<file path="src/rtl/spi_cfg_sequencer.sv">
// SPI write sequencer: round-robin arbitration between two requesters and
// serialisation of each accepted write into a 16-bit mode-0 frame.
module spi_cfg_sequencer #(
  parameter int unsigned CLK_DIV  = 4,
  parameter int unsigned CS_SETUP = 2,
  parameter int unsigned CS_HOLD  = 2,
  parameter int unsigned IDLE_GAP = 4,
  parameter int unsigned MAX_ADDR = 4
) (
  input  logic       clk,
  input  logic       rst_n,
  input  logic       req_a_valid,
  input  logic [6:0] req_a_addr,
  input  logic [7:0] req_a_data,
  output logic       req_a_ready,
  input  logic       req_b_valid,
  input  logic [6:0] req_b_addr,
  input  logic [7:0] req_b_data,
  output logic       req_b_ready,
  output logic       busy,
  output logic       done,
  output logic       err,
  output logic       SCLK,
  output logic       COPI,
  output logic       nCS
);

  localparam int unsigned CNT_W   = 8;
  localparam int unsigned BIT_W   = 4;
  localparam int unsigned FRAME_W = 16;
  localparam int unsigned ADDR_W  = 7;
  localparam int unsigned DATA_W  = 8;

  typedef enum logic [2:0] {IDLE, SETUP, SHIFT, HOLD, GAP} state_t;

  state_t               state_q, state_d;
  logic [CNT_W-1:0]     cnt_q, cnt_d;
  logic [BIT_W-1:0]     bit_q, bit_d;
  logic [FRAME_W-1:0]   shreg_q, shreg_d;
  logic                 last_b_q, last_b_d;
  logic                 sclk_d, copi_d, ncs_d, busy_d, done_d, err_d;

  logic                 grant_a, grant_b, accept, legal;
  logic [ADDR_W-1:0]    sel_addr;
  logic [DATA_W-1:0]    sel_data;

  // Grant goes to the sole requester, or to the one not served last.
  always_comb begin
    grant_a  = (state_q == IDLE) && req_a_valid && (!req_b_valid || last_b_q);
    grant_b  = (state_q == IDLE) && req_b_valid && (!req_a_valid || !last_b_q);
    accept   = grant_a || grant_b;
    sel_addr = grant_b ? req_b_addr : req_a_addr;
    sel_data = grant_b ? req_b_data : req_a_data;
    legal    = (sel_addr <= ADDR_W'(MAX_ADDR));
  end

  assign req_a_ready = grant_a;
  assign req_b_ready = grant_b;

  always_comb begin
    state_d  = state_q;
    cnt_d    = cnt_q;
    bit_d    = bit_q;
    shreg_d  = shreg_q;
    last_b_d = last_b_q;
    sclk_d   = SCLK;
    copi_d   = COPI;
    ncs_d    = nCS;
    done_d   = 1'b0;
    err_d    = 1'b0;

    case (state_q)
      IDLE: begin
        if (accept) begin
          last_b_d = grant_b;
          if (legal) begin
            shreg_d = {1'b1, sel_addr, sel_data};
            copi_d  = 1'b1;
            ncs_d   = 1'b0;
            cnt_d   = '0;
            bit_d   = '0;
            state_d = SETUP;
          end else begin
            err_d = 1'b1;
          end
        end
      end
      SETUP: begin
        if (cnt_q == CNT_W'(CS_SETUP - 1)) begin
          cnt_d   = '0;
          sclk_d  = 1'b1;
          state_d = SHIFT;
        end else begin
          cnt_d = cnt_q + 1'b1;
        end
      end
      SHIFT: begin
        // COPI advances only together with the SCLK falling edge.
        if (cnt_q == CNT_W'(CLK_DIV - 1)) begin
          cnt_d = '0;
          if (SCLK) begin
            sclk_d  = 1'b0;
            shreg_d = {shreg_q[FRAME_W-2:0], 1'b0};
            copi_d  = shreg_q[FRAME_W-2];
          end else if (bit_q == BIT_W'(FRAME_W - 1)) begin
            state_d = HOLD;
          end else begin
            sclk_d = 1'b1;
            bit_d  = bit_q + 1'b1;
          end
        end else begin
          cnt_d = cnt_q + 1'b1;
        end
      end
      HOLD: begin
        if (cnt_q == CNT_W'(CS_HOLD - 1)) begin
          cnt_d   = '0;
          ncs_d   = 1'b1;
          done_d  = 1'b1;
          state_d = GAP;
        end else begin
          cnt_d = cnt_q + 1'b1;
        end
      end
      GAP: begin
        if (cnt_q == CNT_W'(IDLE_GAP - 1)) begin
          cnt_d   = '0;
          state_d = IDLE;
        end else begin
          cnt_d = cnt_q + 1'b1;
        end
      end
      default: state_d = IDLE;
    endcase

    busy_d = (state_d != IDLE);
  end

  // All SPI pins and status outputs come straight from flops.
  always_ff @(posedge clk or negedge rst_n) begin
    if (!rst_n) begin
      state_q  <= IDLE;
      cnt_q    <= '0;
      bit_q    <= '0;
      shreg_q  <= '0;
      last_b_q <= 1'b1;
      SCLK     <= 1'b0;
      COPI     <= 1'b0;
      nCS      <= 1'b1;
      busy     <= 1'b0;
      done     <= 1'b0;
      err      <= 1'b0;
    end else begin
      state_q  <= state_d;
      cnt_q    <= cnt_d;
      bit_q    <= bit_d;
      shreg_q  <= shreg_d;
      last_b_q <= last_b_d;
      SCLK     <= sclk_d;
      COPI     <= copi_d;
      nCS      <= ncs_d;
      busy     <= busy_d;
      done     <= done_d;
      err      <= err_d;
    end
  end

endmodule

</file>
<file path="config.mk">
export PLATFORM = sky130hd
export DESIGN_NAME = spi_cfg_sequencer
export DESIGN_NICKNAME = d
export VERILOG_FILES = /design/src/rtl/spi_cfg_sequencer.sv
export SDC_FILE = /design/constraint.sdc
export NUM_CORES = 1
export LEC_CHECK = 0
export ABC_AREA = 1
export BUFFER_PORTS_ARGS = -buffer_cell sky130_fd_sc_hd__buf_2
export CORE_AREA = 2 2 74 76
export CTS_BUF_LIST = sky130_fd_sc_hd__clkbuf_8
export DETAILED_ROUTE_END_ITERATION = 12
export DIE_AREA = 0 0 76 78
export GPL_ROUTABILITY_DRIVEN = 0
export HOLD_SLACK_MARGIN = 0.12
export PLACE_DENSITY = 0.66
export SLEW_MARGIN = 20
export SYNTH_ARGS = -nofsm -noshare
export SYNTH_HDL_FRONTEND = slang
export SYNTH_SLANG_ARGS = --single-unit
export TNS_END_PERCENT = 1
</file>
<file path="constraint.sdc">
create_clock -name clk -period 2.4 [get_ports clk]
set_input_delay 0.12 -clock clk [delete_from_list [all_inputs] [get_ports clk]]
set_output_delay 0.12 -clock clk [all_outputs]
set_load 0.03 [all_outputs]
</file>
==> run metrics <==
P_int=0.910 mW; WS Path Type=flip-flop to flip-flop; postcts setup bufs=0; Avg Cell Area, Syn=7.24 sq um; Max clock buf depth=2; Gate power share=5.2%; Final Hold Violating Endpoints=0; minimum clock period=2.18 ns; DR DRC count=0; final hold slack=0.202 ns; HP Class=input port to flip-flop; Port Buffers=41; Net Sw Frac=22.1%; largest net degree at the start of global routing=38; Ports=42; leakage power=1.42 nW; post-route ant nets=0; initial DRC count=126; Mapped Area=2270 sq um; Worst-Margin Slew=0.836 ns; clock share of power=41.5%; Pwr Density=444 nW/um^2; initial antenna violation count=0; Area growth, synth to finish=16.1%; global route overflow=0; Fmax=0.459 GHz; fillers=506; CP Cell Sequence=nand2_1 -> nand2_1 -> inv_1 -> nand2_1 -> buf_4 -> nand2_1 -> nand2_2 -> nand2_2 -> nand2_1 -> inv_1 -> nand2_1 -> nand3_1 -> o21ai_0; Seq cells post-synth=37; hpwl dp=3.63 mm; core region area=5040 sq um; WP buf/inv=3; Seq pwr share=53.4%; CTS tree=built; CP top delay family=simple AND/OR/NAND/NOR gates; share of cells above drive strength 1=21.9%; H-tree depth=2; drt total wl=5.18 mm; worst path required time=2.61 ns; std cell rows=26; Final Slew Violations=0; CTS Buf Count=5; total die area=5930 sq um; Clock Sinks=37; slew margin rel.=44.2%; Clock Latency Late Sink=0.30 ns; Worst IR Drop VDD=0.000252 V; die width=76 microns; clk root buf=clkbuf_8; nets@finish=392; # Max-Cap Violations=0; Routed wire per std cell=12.2 microns; total number of vias=2144; Die Ht=78 microns; CP max stage delay=0.55 ns; slowest stage cell, crit path=dfstp_2; final period utilization=90.8%; Diodes inserted=0; syn_nets=350; share of the synthesized area in the top cell type=38.6%; switching power=0.258 mW; Worst setup SP type=flip-flop; Synth area leader=dfrtp_1; Final Skew=0.00600 ns; RSZ-0062 raised after global routing=no; Initial Util=45.0%; Area contributors post-synth=dfrtp_1, nand2_1, nor2_1, nand4_1, o21ai_0; Tot GR Track Use=19.0%; clock transition at the registers of the reported paths=0.08 ns; nature of the critical path endpoint=flip-flop; Arr. time, crit path=2.39 ns; worst reg2reg setup slack=0.22 ns; wire length of the first global-routing pass=9.25 mm; CP most frequent cell=nand2_1; final setup violation count=0; Max FO, Critical Path=11; yosys warns=0; Post-Syn Instances=313; 1st-pass router iterations=4; Vias/cell=5.03; outcome=completed; Setup Total Neg Slack=0 ns; Distinct cells, synth=30; register area share after synthesis=40.9%; vias in the first global route=2116
area by class of cell:
class | instances | area [sq um] | area share (%)
sequential | 37 | 928 | 35.3
timing repair buffer | 45 | 238 | 9.03
clock buffer | 7 | 96.3 | 3.66
clock inverter | 1 | 5.00 | 0.190
multi-input combinational | 231 | 1140 | 43.5
inverter | 35 | 131 | 4.99
tap | 70 | 87.6 | 3.33
cell usage in the layout (no fill, tap or decap):
cell           count
a21oi_1            4
a31oi_1            9
buf_2             41
buf_4              3
clkbuf_8           7
clkinv_2           1
dfrtp_1           35
dfstp_2            2
dlygate4sd3_1      1
ha_1               3
inv_1             27
inv_2              8
nand2_1           98
nand2_2            4
nand2_4            2
nand3_1           17
nand3_2            1
nand3_4            1
nand4_1           18
nor2_1            31
nor2_2             1
nor2_4             3
nor3_1             1
nor3_2             1
o211ai_1           2
o21ai_0           21
o21ai_1            3
o21bai_1           4
or2_2              3
xnor2_1            2
xor2_1             2
synthesized netlist by cell type:
| library cell | count |
|---|---|
| nand3_1 | 17 |
| o211ai_1 | 2 |
| nand2_2 | 4 |
| nor2_2 | 1 |
| nor3_1 | 1 |
| inv_1 | 27 |
| inv_2 | 8 |
| clkbuf_1 | 4 |
| buf_6 | 2 |
| o21bai_1 | 4 |
| o21ai_1 | 3 |
| or2_2 | 3 |
| nor3_2 | 1 |
| buf_4 | 2 |
| nand4_1 | 18 |
| xor2_1 | 2 |
| dfrtp_1 | 35 |
| a31oi_1 | 9 |
| a21oi_1 | 4 |
| nand3_2 | 1 |
| nand3_4 | 1 |
| ha_1 | 3 |
| xnor2_1 | 2 |
| dfstp_2 | 2 |
| nand2_1 | 98 |
| nor2_1 | 31 |
| o21ai_0 | 21 |
| nor2_4 | 3 |
| buf_2 | 2 |
| nand2_4 | 2 |
metrics by stage:
| stage | area, sq um | std cells | total power, mW | util, % | setup slack, ns |
|---|---|---|---|---|---|
| 3_3_place_gp | 2520 | 417 | 0.695 | 50.0 | 0.308 |
| 2_1_floorplan | 2270 | 313 | 0.653 | - | 0.386 |
| 6_report | 2630 | 426 | 1.17 | 52.2 | 0.220 |
| 4_1_cts | 2630 | 426 | 1.18 | 52.2 | 0.250 |
| 3_5_place_dp | 2520 | 417 | 0.696 | 50.0 | 0.246 |
| 5_1_grt | 2630 | 426 | 1.22 | 52.2 | 0.0134 |
per-layer routing:
| layer | vias up | wire, microns | share of wire, % | global-route usage (%) |
|---|---|---|---|---|
| met5 | - | 0 | 0 | 0 |
| met4 | 0 | 57 | 1.1 | 4.91 |
| met3 | 7 | 224 | 4.3 | 4.88 |
| met2 | 47 | 2440 | 47 | 32.7 |
| met1 | 989 | 2460 | 47 | 23.8 |
| li1 | 1101 | - | - | - |
logic make-up after synthesis:
group / count (synthesis) / synth area share [%]
flops: 37 / 40.9
compound gates: 43 / 10.7
buf+inv: 45 / 8.55
simple gates: 181 / 36.6
fa+ha+maj: 3 / 1.66
xor+xnor: 4 / 1.55
repair_timing:
action	in CTS	in global routing
hold buffers	1	0
endpoints found under the setup margin	0	0
gates resized for setup	0	0
hold endpoints to repair	35	0
sequential cells by signal, summed over array words and instances (netlist names):
signal	flops
err	1
bit_q	4
nCS	1
state_q	3
busy	1
COPI	1
shreg_q	15
last_b_q	1
SCLK	1
cnt_q	8
done	1
path summary, 6_finish.rpt:
check                                   startpoint                       to  cells after the start
min reg2reg                shreg_q[14]$_DFFE_PN0P_  shreg_q[14]$_DFFE_PN0P_                      2
max in group asynchronous                    rst_n     cnt_q[7]$_DFFE_PN0P_                      2
max                           last_b_q$_DFFE_PN1P_     cnt_q[1]$_DFFE_PN0P_                     13
max reg2reg                   last_b_q$_DFFE_PN1P_     cnt_q[1]$_DFFE_PN0P_                     13
min in group asynchronous                    rst_n  shreg_q[10]$_DFFE_PN0P_                      2
min                                  req_a_data[1]   shreg_q[1]$_DFFE_PN0P_                      5
power by group through the flow:
stage / clock network (mW) / registers [mW] / logic [mW]
after floorplan: 0 / 0.635 / 0.0179
after global placement: 0 / 0.635 / 0.0602
after detailed placement: 0 / 0.635 / 0.0604
after CTS: 0.497 / 0.623 / 0.0621
after global routing: 0.525 / 0.623 / 0.0703
final: 0.484 / 0.623 / 0.0603
worst min-delay path, cell delays in order:
cell and delay (ns):
buf_2 0.10, nand2_1 0.05, a31oi_1 0.07, nand4_1 0.08, nand2_1 0.05
(Power assumes the default switching activity.)
